--- config.mk ---
export PLATFORM = sky130hd
export DESIGN_NAME = tp1_alu_input_loader
export DESIGN_NICKNAME = d
export VERILOG_FILES = /design/src/rtl/tp1_pkg.sv /design/src/rtl/tp1_btn_debounce.sv /design/src/rtl/tp1_alu_input_loader.sv
export SDC_FILE = /design/constraint.sdc
export NUM_CORES = 1
export LEC_CHECK = 0
export ABC_AREA = 1
export CAP_MARGIN = 5
export CELL_PAD_IN_SITES_DETAIL_PLACEMENT = 1
export CELL_PAD_IN_SITES_GLOBAL_PLACEMENT = 2
export CORE_ASPECT_RATIO = 1.4
export CORE_MARGIN = 5
export CORE_UTILIZATION = 36
export CTS_CLUSTER_DIAMETER = 80
export DETAILED_ROUTE_END_ITERATION = 6
export HOLD_SLACK_MARGIN = 0.1
export PLACE_DENSITY_LB_ADDON = 0.2
export SETUP_SLACK_MARGIN = 0.2
export SYNTH_ARGS = -nofsm -noshare
export SYNTH_HDL_FRONTEND = slang
export SYNTH_HIERARCHICAL = 1
export SYNTH_SLANG_ARGS = --single-unit
--- constraint.sdc ---
create_clock -name i_clk -period 2.87 [get_ports i_clk]
set_input_delay 0.574 -clock i_clk [delete_from_list [all_inputs] [get_ports i_clk]]
set_output_delay 0.574 -clock i_clk [all_outputs]
set_load 0.01 [all_outputs]
--- src/rtl/tp1_pkg.sv ---
// Shared TP1 definitions: loader FSM state encodings and ALU opcodes.
package tp1_pkg;

   typedef enum logic [1:0] {
      ST_WAIT_A  = 2'b00,
      ST_WAIT_B  = 2'b01,
      ST_WAIT_OP = 2'b10,
      ST_READY   = 2'b11
   } state_t;

   localparam logic [5:0] OP_ADD = 6'b100000;
   localparam logic [5:0] OP_SUB = 6'b100010;
   localparam logic [5:0] OP_AND = 6'b100100;
   localparam logic [5:0] OP_OR  = 6'b100101;
   localparam logic [5:0] OP_XOR = 6'b100110;
   localparam logic [5:0] OP_SRA = 6'b000011;
   localparam logic [5:0] OP_SRL = 6'b000010;
   localparam logic [5:0] OP_NOR = 6'b100111;

endpackage

--- src/rtl/tp1_btn_debounce.sv ---
// Push-button conditioner: 2-flop synchroniser, debounce counter and a
// single-cycle pulse on each accepted press.
module tp1_btn_debounce #(
   parameter int DEBOUNCE_CYCLES = 1000000
) (
   input  logic i_clk,
   input  logic i_rst_n,
   input  logic i_btn,
   output logic o_pulse
);

   localparam int CW = $clog2(DEBOUNCE_CYCLES + 1);
   localparam logic [CW-1:0] CNT_LAST = CW'(DEBOUNCE_CYCLES - 1);

   logic          r_sync1;
   logic          r_sync2;
   logic          r_stable;
   logic          r_stable_q;
   logic [CW-1:0] r_cnt;

   always_ff @(posedge i_clk) begin
      if (!i_rst_n) begin
         r_sync1    <= 1'b0;
         r_sync2    <= 1'b0;
         r_stable   <= 1'b0;
         r_stable_q <= 1'b0;
         r_cnt      <= '0;
      end else begin
         r_sync1    <= i_btn;
         r_sync2    <= r_sync1;
         r_stable_q <= r_stable;
         // any return to the stable level restarts the count
         if (r_sync2 == r_stable) begin
            r_cnt <= '0;
         end else if (r_cnt == CNT_LAST) begin
            r_stable <= ~r_stable;
            r_cnt    <= '0;
         end else begin
            r_cnt <= r_cnt + CW'(1);
         end
      end
   end

   assign o_pulse = r_stable & ~r_stable_q;

endmodule

--- src/rtl/tp1_alu_input_loader.sv ---
// Loads operand A, operand B and the opcode from the shared switch bank,
// one debounced button each, and holds them registered for the TP1 ALU.
//
// state      | meaning
// WAIT_A  00 | waiting for operand A press
// WAIT_B  01 | A loaded, waiting for operand B press
// WAIT_OP 10 | A and B loaded, waiting for opcode press
// READY   11 | full operand set held; A restarts, B/OP reload in place
module tp1_alu_input_loader
   import tp1_pkg::*;
#(
   parameter int N_BUS           = 8,
   parameter int N_OP            = 6,
   parameter int DEBOUNCE_CYCLES = 1000000
) (
   input  logic             i_clk,
   input  logic             i_rst_n,
   input  logic [N_BUS-1:0] i_sw,
   input  logic             i_btn_a,
   input  logic             i_btn_b,
   input  logic             i_btn_op,
   output logic [N_BUS-1:0] o_A,
   output logic [N_BUS-1:0] o_B,
   output logic [N_OP-1:0]  o_OP,
   output logic             o_valid,
   output logic [1:0]       o_state
);

   logic w_pulse_a;
   logic w_pulse_b;
   logic w_pulse_op;

   tp1_btn_debounce #(.DEBOUNCE_CYCLES(DEBOUNCE_CYCLES)) u_db_a (
      .i_clk   (i_clk),
      .i_rst_n (i_rst_n),
      .i_btn   (i_btn_a),
      .o_pulse (w_pulse_a)
   );

   tp1_btn_debounce #(.DEBOUNCE_CYCLES(DEBOUNCE_CYCLES)) u_db_b (
      .i_clk   (i_clk),
      .i_rst_n (i_rst_n),
      .i_btn   (i_btn_b),
      .o_pulse (w_pulse_b)
   );

   tp1_btn_debounce #(.DEBOUNCE_CYCLES(DEBOUNCE_CYCLES)) u_db_op (
      .i_clk   (i_clk),
      .i_rst_n (i_rst_n),
      .i_btn   (i_btn_op),
      .o_pulse (w_pulse_op)
   );

   state_t           r_state;
   state_t           w_next;
   logic             w_ld_a;
   logic             w_ld_b;
   logic             w_ld_op;
   logic [N_BUS-1:0] r_A;
   logic [N_BUS-1:0] r_B;
   logic [N_OP-1:0]  r_OP;
   logic             r_valid;

   always_ff @(posedge i_clk) begin
      if (!i_rst_n) begin
         r_state <= ST_WAIT_A;
      end else begin
         r_state <= w_next;
      end
   end

   always_comb begin
      w_next = r_state;
      case (r_state)
         ST_WAIT_A:  if (w_pulse_a)  w_next = ST_WAIT_B;
         ST_WAIT_B:  if (w_pulse_b)  w_next = ST_WAIT_OP;
         ST_WAIT_OP: if (w_pulse_op) w_next = ST_READY;
         ST_READY:   if (w_pulse_a)  w_next = ST_WAIT_B;
         default:    w_next = ST_WAIT_A;
      endcase
   end

   // in READY a press on A wins and masks simultaneous B/OP reloads
   always_comb begin
      w_ld_a  = 1'b0;
      w_ld_b  = 1'b0;
      w_ld_op = 1'b0;
      case (r_state)
         ST_WAIT_A:  w_ld_a  = w_pulse_a;
         ST_WAIT_B:  w_ld_b  = w_pulse_b;
         ST_WAIT_OP: w_ld_op = w_pulse_op;
         ST_READY: begin
            w_ld_a  = w_pulse_a;
            w_ld_b  = w_pulse_b  & ~w_pulse_a;
            w_ld_op = w_pulse_op & ~w_pulse_a;
         end
         default: begin
            w_ld_a  = 1'b0;
            w_ld_b  = 1'b0;
            w_ld_op = 1'b0;
         end
      endcase
   end

   always_ff @(posedge i_clk) begin
      if (!i_rst_n) begin
         r_A     <= '0;
         r_B     <= '0;
         r_OP    <= '0;
         r_valid <= 1'b0;
      end else begin
         if (w_ld_a)  r_A  <= i_sw;
         if (w_ld_b)  r_B  <= i_sw;
         if (w_ld_op) r_OP <= i_sw[N_OP-1:0];
         r_valid <= (w_next == ST_READY);
      end
   end

   assign o_A     = r_A;
   assign o_B     = r_B;
   assign o_OP    = r_OP;
   assign o_valid = r_valid;
   assign o_state = r_state;

endmodule

==> Word level (Yosys, flattened, before mapping) <==
Cells that the tools add are included.
{ "totals": {"out_inout_bits": 25, "reg_bits": 97, "wordCells": 64} }
{ "op_classes": {"n_mux": 7, "n_addsub": 3, "n_eq_ne": 10, "n_bitwise": 16, "n_reduce_logical": 8} }
{ "op_table": {"columns": ["operator", "n"], "rows": [
  ["20-bit by 1-bit adder with 20-bit output (second input constant)", 3],
  ["20-bit == test (second input constant)", 3],
  ["1-bit NOT", 11],
  ["3-bit OR reduction", 3],
  ["2-bit == test (second input constant)", 3],
  ["2-bit two-way mux", 3],
  ["2-bit one-hot mux with 3 select lines", 1],
  ["2-bit AND reduction", 3],
  ["1-bit AND", 5],
  ["1-bit one-hot mux with 2 select lines", 2],
  ["1-bit == test", 3],
  ["2-bit by 1-bit == test with 1-bit output (second input constant)", 1],
  ["2-bit zero test", 1],
  ["2-bit OR reduction", 1],
  ["1-bit two-way mux", 1]
]} }

==> Longest topological paths before layout <==
{ "depth": {"word_depth": 5, "mapped_depth": 8} }

==> By module <==
Netlist, hierarchy kept.
{ "by_module_without_submodules": {"columns": ["mod", "instances", "area_per_inst_um2", "cells_each"], "rows": [
  ["tp1_btn_debounce", 3, 1217.4, 163],
  ["tp1_alu_input_loader", 1, 993.5, 127]
]} }

==> Worst setup path before layout <==
OpenSTA, ideal clock, no wires.
{ "synth_timing": {"kind": "reg-to-reg", "start": "register r_state[0] (netlist: o_state[0])", "end": "register r_state[0] (netlist: o_state[0])", "synth_period_minus_slack_ns": 1.379, "arrival_ns": 1.261, "path_slack_ns": 1.491, "path_stages_with_launch": 9, "setup_ns": 0.117, "path_cell_list": "dfxtp_1 > inv_1 > ha_1 > nand2_1 > nand2_1 > nor2_1 > nand2_1 > nand2_1 > nor2_1"} }
{ "synth_via": {"elab_chain_len": 3, "elab_cells_between_ends": 9} }
{ "synth_rtl": {"columns": ["item", "line", "text"], "rows": [
  ["start: declaration", "tp1_alu_input_loader.sv:54", "state_t r_state;"],
  ["start signal: assignment", "tp1_alu_input_loader.sv:68", "r_state <= w_next;"],
  ["2-bit == test or 2-bit zero test (tied branches)", "tp1_alu_input_loader.sv:74", "case (r_state)"],
  ["2-bit OR reduction (no line)", null, null],
  ["2-bit one-hot mux with 3 select lines (*)", "tp1_alu_input_loader.sv:74", null]
]} }
Mark *: on every way between the ends. The rest lies on a longest branch, timed or not.
A chain may end at the register's enable or synchronous reset.

==> Worst setup path in the final report <==
{ "layout_timing": {"start": "register r_state[1] (netlist: o_state[1])", "end": "output o_state[1]"} }
{ "layout_lines": {"columns": ["item", "line", "text"], "rows": [
  ["end: declaration", "tp1_alu_input_loader.sv:26", "output logic [1:0] o_state"]
]} }
No word-level cell between the ends.

==> load_flow_metrics.sql <==
INSERT INTO impl_metrics (metric_group, metric, value, unit) VALUES
('timing', 'timing.slew.headroom', '0.729', ''),
('worst_setup_path', 'rrSetupSlack', '1.31', 'ns'),
('grt', 'largest_net_degree_at_the_start_of_global_routing', '19', ''),
('hold_path', 'hp-class', 'reg -> reg', ''),
('worst_setup_path', 'worstSetupStartpointType', 'flip-flop', ''),
('detailed_routing', 'routed_wire_length_per_instance', '13.7', 'um'),
('timing', 'hold_viol', '0', ''),
('synth', 'post-synth-top-area-cell', 'sky130_fd_sc_hd__dfxtp_1', ''),
('timing', 'final-max-slew-violation-count', '0', ''),
('floorplanning', 'starting_density_of_the_core', '0.364', ''),
('synth', 'mappedNetlistArea', '4650', 'sq um'),
('hold_path', 'worst_hold_path.num_cells', '2', ''),
('timing', 'top_achievable_clock_speed', '516', 'MHz'),
('clocking', 'cts_tree', 'done', ''),
('cells_and_area', 'fraction_of_final_layout_cells_with_drive_strength_greater_than_1', '0.146', ''),
('worst_setup_path', 'cp_slowest_cell', 'sky130_fd_sc_hd__clkdlybuf4s50_1', ''),
('grt', 'grt_antenna_before_repair', '0', ''),
('detailed_routing', 'wl', '11200', 'um'),
('clocking', 'cts.repair.resized', '0', ''),
('timing', 'worstMarginPinSlew', '0.406', 'ns'),
('place', 'detailed_placer_s_ending_hpwl', '8650', 'um'),
('floorplanning', 'fp.dieW', '106', 'um'),
('cells_and_area', 'end_of_flow_core_utilization', '0.429', ''),
('detailed_routing', 'top_layer_used', 'met4', ''),
('timing', 'grt_setup_unrepaired', 'false', ''),
('flow_run', 'max_cap_viol_count', '0', ''),
('detailed_routing', 'detail_route.drc_violations', '0', ''),
('floorplanning', 'dieArea', '15300', 'sq um'),
('clocking', 'postCtsSetupBuffers', '0', ''),
('detailed_routing', 'met2_wirelength', '6020', 'um'),
('synth', 'synthDominantCellAreaShare', '0.418', ''),
('synth', 'ys_seq_area_frac', '0.418', ''),
('worst_setup_path', 'worst-endpoint-arrival', '1.36', 'ns'),
('timing', 'layout_worst_path_cycle_share', '0.675', ''),
('synth', 'synthesis.instances', '616', ''),
('timing', 'setup_total_negative_slack', '0', 'ns'),
('power_and_ir_drop', 'powerDensity', '511', 'nW/um^2'),
('grt', 'grt_util_all_layers', '0.152', ''),
('worst_setup_path', 'cp-end-kind', 'primary output', ''),
('grt', 'first_global_vias', '4090', ''),
('run_status', 'outcome', 'completed', ''),
('detailed_routing', 'first_iter_violations', '83', ''),
('clocking', 'cts_sinks', '97', ''),
('detailed_routing', 'first_pass_iters', '4', ''),
('synth', 'synth.avg_cell_area', '7.54', 'sq um'),
('detailed_routing', 'dr_total_vias', '3933', ''),
('synth', 'postSynthNetCount', '635', ''),
('worst_setup_path', 'instance_count_on_the_critical_path', '1', ''),
('worst_setup_path', 'worst-r2r-cell-count', '8', ''),
('timing', 'finalCriticalPeriod', '1.94', 'ns'),
('floorplanning', 'fp.dieH', '144', 'um'),
('power_and_ir_drop', 'leakagePower', '1.81', 'nW'),
('floorplanning', 'core_region_area', '12800', 'sq um'),
('clocking', 'cts_root_buffer', 'sky130_fd_sc_hd__clkbuf_16', ''),
('synth', 'synth.ff_latch_count', '97', ''),
('clocking', 'ctsHtreeMaxLevel', '3', ''),
('worst_setup_path', 'worstPathCellList', 'clkdlybuf4s50_1', ''),
('cells_and_area', 'fin_nets', '680', ''),
('worst_setup_path', 'crit_required', '2.30', 'ns'),
('grt', 'first_pass_grt_wire_length', '18800', 'um'),
('floorplanning', 'top_level_ports', '38', ''),
('place', 'globalplace.congestion', '0.789', ''),
('cells_and_area', 'antenna_cells', '0', ''),
('synth', 'yosys_warnings', '6', ''),
('power_and_ir_drop', 'peakVddDrop', '0.000246', 'V'),
('worst_setup_path', 'maximum_single_stage_delay_on_the_critical_path', '0.58', 'ns'),
('place', 'buffer_ports.inserted', '37', ''),
('timing', 'finClkSkew', '0.00662', 'ns'),
('cells_and_area', 'flow.area_growth_from_synthesis', '17.7', '%'),
('worst_setup_path', 'family_with_the_most_delay_on_the_worst_path', 'buffers and inverters', ''),
('worst_setup_path', 'worst-setup-path-type', 'reg -> out', '');
worst min-delay path: cells and delay by family (launching register included):
kind	cells	cell delay (ns)
flops	1	0.31
simple gates	1	0.05
buf+inv	1	0.04
flip-flops by register name, indices dropped and copies added, names as in the netlist:
register / cells
u_db_a/r_stable: 1
o_state: 2
u_db_b/r_sync2: 1
u_db_a/r_stable_q: 1
o_B: 8
u_db_a/r_sync2: 1
o_OP: 6
u_db_a/r_sync1: 1
u_db_b/r_stable: 1
o_valid: 1
u_db_op/r_cnt: 20
u_db_op/r_stable_q: 1
u_db_b/r_sync1: 1
u_db_a/r_cnt: 20
o_A: 8
u_db_op/r_sync2: 1
u_db_op/r_stable: 1
u_db_op/r_sync1: 1
u_db_b/r_stable_q: 1
u_db_b/r_cnt: 20
cell usage after synthesis, drive strengths merged:
master	n
o21ai	15
nor2	153
nand4	6
nand2	140
and2	6
o21bai	3
or2	6
xor2	12
ha	6
buf	5
nand3b	3
xnor2	15
nor3	3
nand3	54
inv	54
a21oi	38
dfxtp	97
metrics by stage:
| step | hold WS, ns | cell area (sq um) | setup slack (ns) | instances | total power (W) |
|---|---|---|---|---|---|
| global placement | 0.394 | 5150 | 0.766 | 803 | 0.00153 |
| detailed placement | 0.404 | 5150 | 0.715 | 803 | 0.00153 |
| global route | 0.442 | 5470 | 0.878 | 817 | 0.00290 |
| CTS | 0.421 | 5470 | 0.903 | 817 | 0.00285 |
| finish | 0.417 | 5470 | 0.932 | 817 | 0.00280 |
| floorplan | 0.390 | 4650 | 1.49 | 616 | 0.00148 |
cells by family (layout without fill, tap and decap cells):
logic type,Yosys count,count (layout),synth area share
XOR/XNOR,27,27,0.0509
flip-flops,97,97,0.418
adder cells (fa/ha/maj),6,6,0.0162
buffers and inverters,59,107,0.0587
AND/OR/NAND/NOR,371,371,0.392
AO/OA/AOI/OAI,56,56,0.0644
area by class of cell:
class,instances,area [sq um]
repair buffers,39,385
clock inverters,3,65.1
inverters,54,203
multi-input cells,460,2430
flip-flops and latches,97,1940
clock buffers,11,253
well taps,153,191
fillers,1609,7280
power breakdown:
part           leakage, nW  switching (W)  internal, W  total (W)
logic                0.866      0.0000711    0.0000557   0.000127
clock network        0.157       0.000496     0.000800    0.00130
registers            0.783      0.0000144      0.00136    0.00137
total                 1.81       0.000582      0.00221    0.00280
per-layer routing:
layer | vias up | GRT usage
li1 | 2031 | -
met1 | 1852 | 0.166
met2 | 34 | 0.291
met3 | 16 | 0.0277
met4 | 0 | 0.0559
met5 | - | 0
final timing paths:
kind                                       from               end
worst min-delay path             u_db_b/r_sync1    u_db_b/r_sync2
worst max register to register  u_db_b/r_cnt[0]  u_db_b/r_cnt[18]
worst max-delay path                 o_state[1]        o_state[1]
worst min register to register   u_db_b/r_sync1    u_db_b/r_sync2
(Power assumes the default switching activity.)
==> variant, RTL diff (config.mk and constraints unchanged) <==
Make the reset (`i_rst_n`) asynchronous in 3 clocked blocks.
--- a/src/rtl/tp1_btn_debounce.sv
+++ b/src/rtl/tp1_btn_debounce.sv
@@ -18,7 +18,7 @@
    logic          r_stable_q;
    logic [CW-1:0] r_cnt;
 
-   always_ff @(posedge i_clk) begin
+   always_ff @(posedge i_clk or negedge i_rst_n) begin
       if (!i_rst_n) begin
          r_sync1    <= 1'b0;
          r_sync2    <= 1'b0;
--- a/src/rtl/tp1_alu_input_loader.sv
+++ b/src/rtl/tp1_alu_input_loader.sv
@@ -61,7 +61,7 @@
    logic [N_OP-1:0]  r_OP;
    logic             r_valid;
 
-   always_ff @(posedge i_clk) begin
+   always_ff @(posedge i_clk or negedge i_rst_n) begin
       if (!i_rst_n) begin
          r_state <= ST_WAIT_A;
       end else begin
@@ -102,7 +102,7 @@
       endcase
    end
 
-   always_ff @(posedge i_clk) begin
+   always_ff @(posedge i_clk or negedge i_rst_n) begin
       if (!i_rst_n) begin
          r_A     <= '0;
          r_B     <= '0;
Function: same outputs for any inputs over 10 cycles, from zero or initial values and one cycle with i_rst_n low; that may be too few to reach the edited logic, so the function may still have changed.
==> variant against the original RTL <==
- worst setup slack better by 0.029 ns
- first-iteration DRC count down 11%
- power rose by 1.9%
- maximum frequency increased by 1.5%
- routed wire length grew 12%
- sequential cell count unchanged
- highest routed layer unchanged
- die area grew 6.4%
- largest power group unchanged
- register-to-register slack lost 0.08 ns
- clock skew is 0.0020 ns higher
- design area increased by 8.1%
- critical endpoint unchanged
- area after synthesis up 7.0%
==> variant: results <==
[synthesis]
yosys_warnings = 6
ys_seq_area_share_pct = 48.8
synth.area.top_cells = dfrtp_1 (49%), nor2_1 (9.6%), nand2_1 (7.5%)
syn_inst = 601
async_reset_ff_share_pct = 100
syn_nets = 620
synth_cell_type_count = 28
synth_commonest_cells = nor2_1 (127), nand2_1 (100), dfrtp_1 (97)

[setup_path]
startpoint = o_state[1]$_DFF_PN0_
cp_top_family = buffers and inverters
path_max_fanout = 5
r2r_slack_ns = 1.23
r2r-end = o_valid$_DFF_PN0_
cp.arrival_ns = 1.33
cpPeakStageDelay_ns = 0.58
ff2ff_path_depth = 8
critPathSlowestCell = clkdlybuf4s50_1
crit_end = o_state[1]
reg2reg_from = o_state[0]$_DFF_PN0_

[power_and_ir_drop]
vdd_drop_max_mv = 0.277
p_leak_nw = 2.58

[global_routing]
grt_pass1_vias = 4524
track_usage_pct = 16.9
grt_antenna_before_repair = 0
grt_first_pass_wirelength_mm = 21.9
grt_max_degree = 43

[clocking]
insertion_delay_ns = 0.33
cts_max_level = 3
cts-root-buf = clkbuf_16
postCtsSetupBuffers = 0
cts_buffers = 9
clockBufferDepth = 2
cts_resized = 0
clk_pin_slew_ns = 0.07

[layout]
largest_registers = u_db_a/r_cnt x20, u_db_b/r_cnt x20, u_db_op/r_cnt x20
n_antenna_cell = 0
drive_gt1_share_pct = 13.8
fin_nets = 668

[placed_design]
post-dp-hpwl_mm = 9.64
port_buffers = 37
place_inst = 820
gp_congestion = 0.810

[detailed_routing]
wl_met2_mm = 6.62
avgRoutedWirePerCell_um = 15.0
vias_per_cell = 4.82
met3WireLength_um = 370
vias = 4033
drtIter0Drc = 74
drtPass1Iterations = 4
met1Wirelength_mm = 5.35
top_layer = met4

[timing]
tightest_slew_ns = 0.492
skew_ns = 0.00859

[job]
maxCapViolCount = 0

[status]
status = finished, final reports clean

[min_path]
worstHoldPathType = in -> async
## variant: cell families after synthesis
kind of cell | Yosys count | share of synthesized area, %
DFF | 97 | 48.8
muxes | 4 | 1.06
xor gates and xnor gates | 30 | 5.74
buffers and inverters | 71 | 5.66
AOI/OAI and AO/OA | 40 | 4.40
adders and majority gates | 6 | 1.51
and+or+nand+nor | 353 | 32.8
## variant: where the power goes
part / internal (mW) / switching, mW
combinational: 0.0384 / 0.0677
sequential: 1.38 / 0.0116
clock: 0.836 / 0.512
total: 2.26 / 0.591
## variant: final cells by class
cell class | count | area (um2)
Clock buffer | 12 | 267
Clock inverter | 4 | 73.8
Fill cell | 1634 | 7540
Inverter | 69 | 259
Multi-Input combinational cell | 433 | 2260
Sequential cell | 97 | 2430
Tap cell | 182 | 228
Timing Repair Buffer | 39 | 395
## variant: worst min path at each step
stage	startpoint	end	slack, ns	cells after the start
after global routing	i_rst_n	u_db_a/r_cnt[11]$_DFF_PN0_	0.22	1
after global placement	u_db_b/r_sync1$_DFF_PN0_	u_db_b/r_sync2$_DFF_PN0_	0.33	0
final	i_rst_n	u_db_a/r_cnt[11]$_DFF_PN0_	0.19	1
after detailed placement	u_db_b/r_sync1$_DFF_PN0_	u_db_b/r_sync2$_DFF_PN0_	0.34	0
after CTS	i_rst_n	u_db_a/r_cnt[11]$_DFF_PN0_	0.20	1
after floorplan	i_rst_n	o_A[0]$_DFFE_PN0P_	0.28	0
## variant: metal layers
| metal | vias to the layer above | track usage, % |
|---|---|---|
| met5 | - | 0 |
| met4 | 0 | 5.18 |
| met3 | 14 | 3.25 |
| met2 | 42 | 30.0 |
| met1 | 1999 | 20.3 |
| li1 | 1978 | - |
## variant: through the flow
step | worst slack, ns | instance area (um2) | power (mW) | hold WS, ns
after floorplan | 1.40 | 4970 | 1.46 | 0.278
after global placement | 1.34 | 5570 | 1.53 | 0.334
after detailed placement | 1.29 | 5570 | 1.53 | 0.342
after CTS | 0.937 | 5910 | 2.89 | 0.203
after global routing | 0.885 | 5910 | 2.97 | 0.218
final | 0.961 | 5910 | 2.85 | 0.191
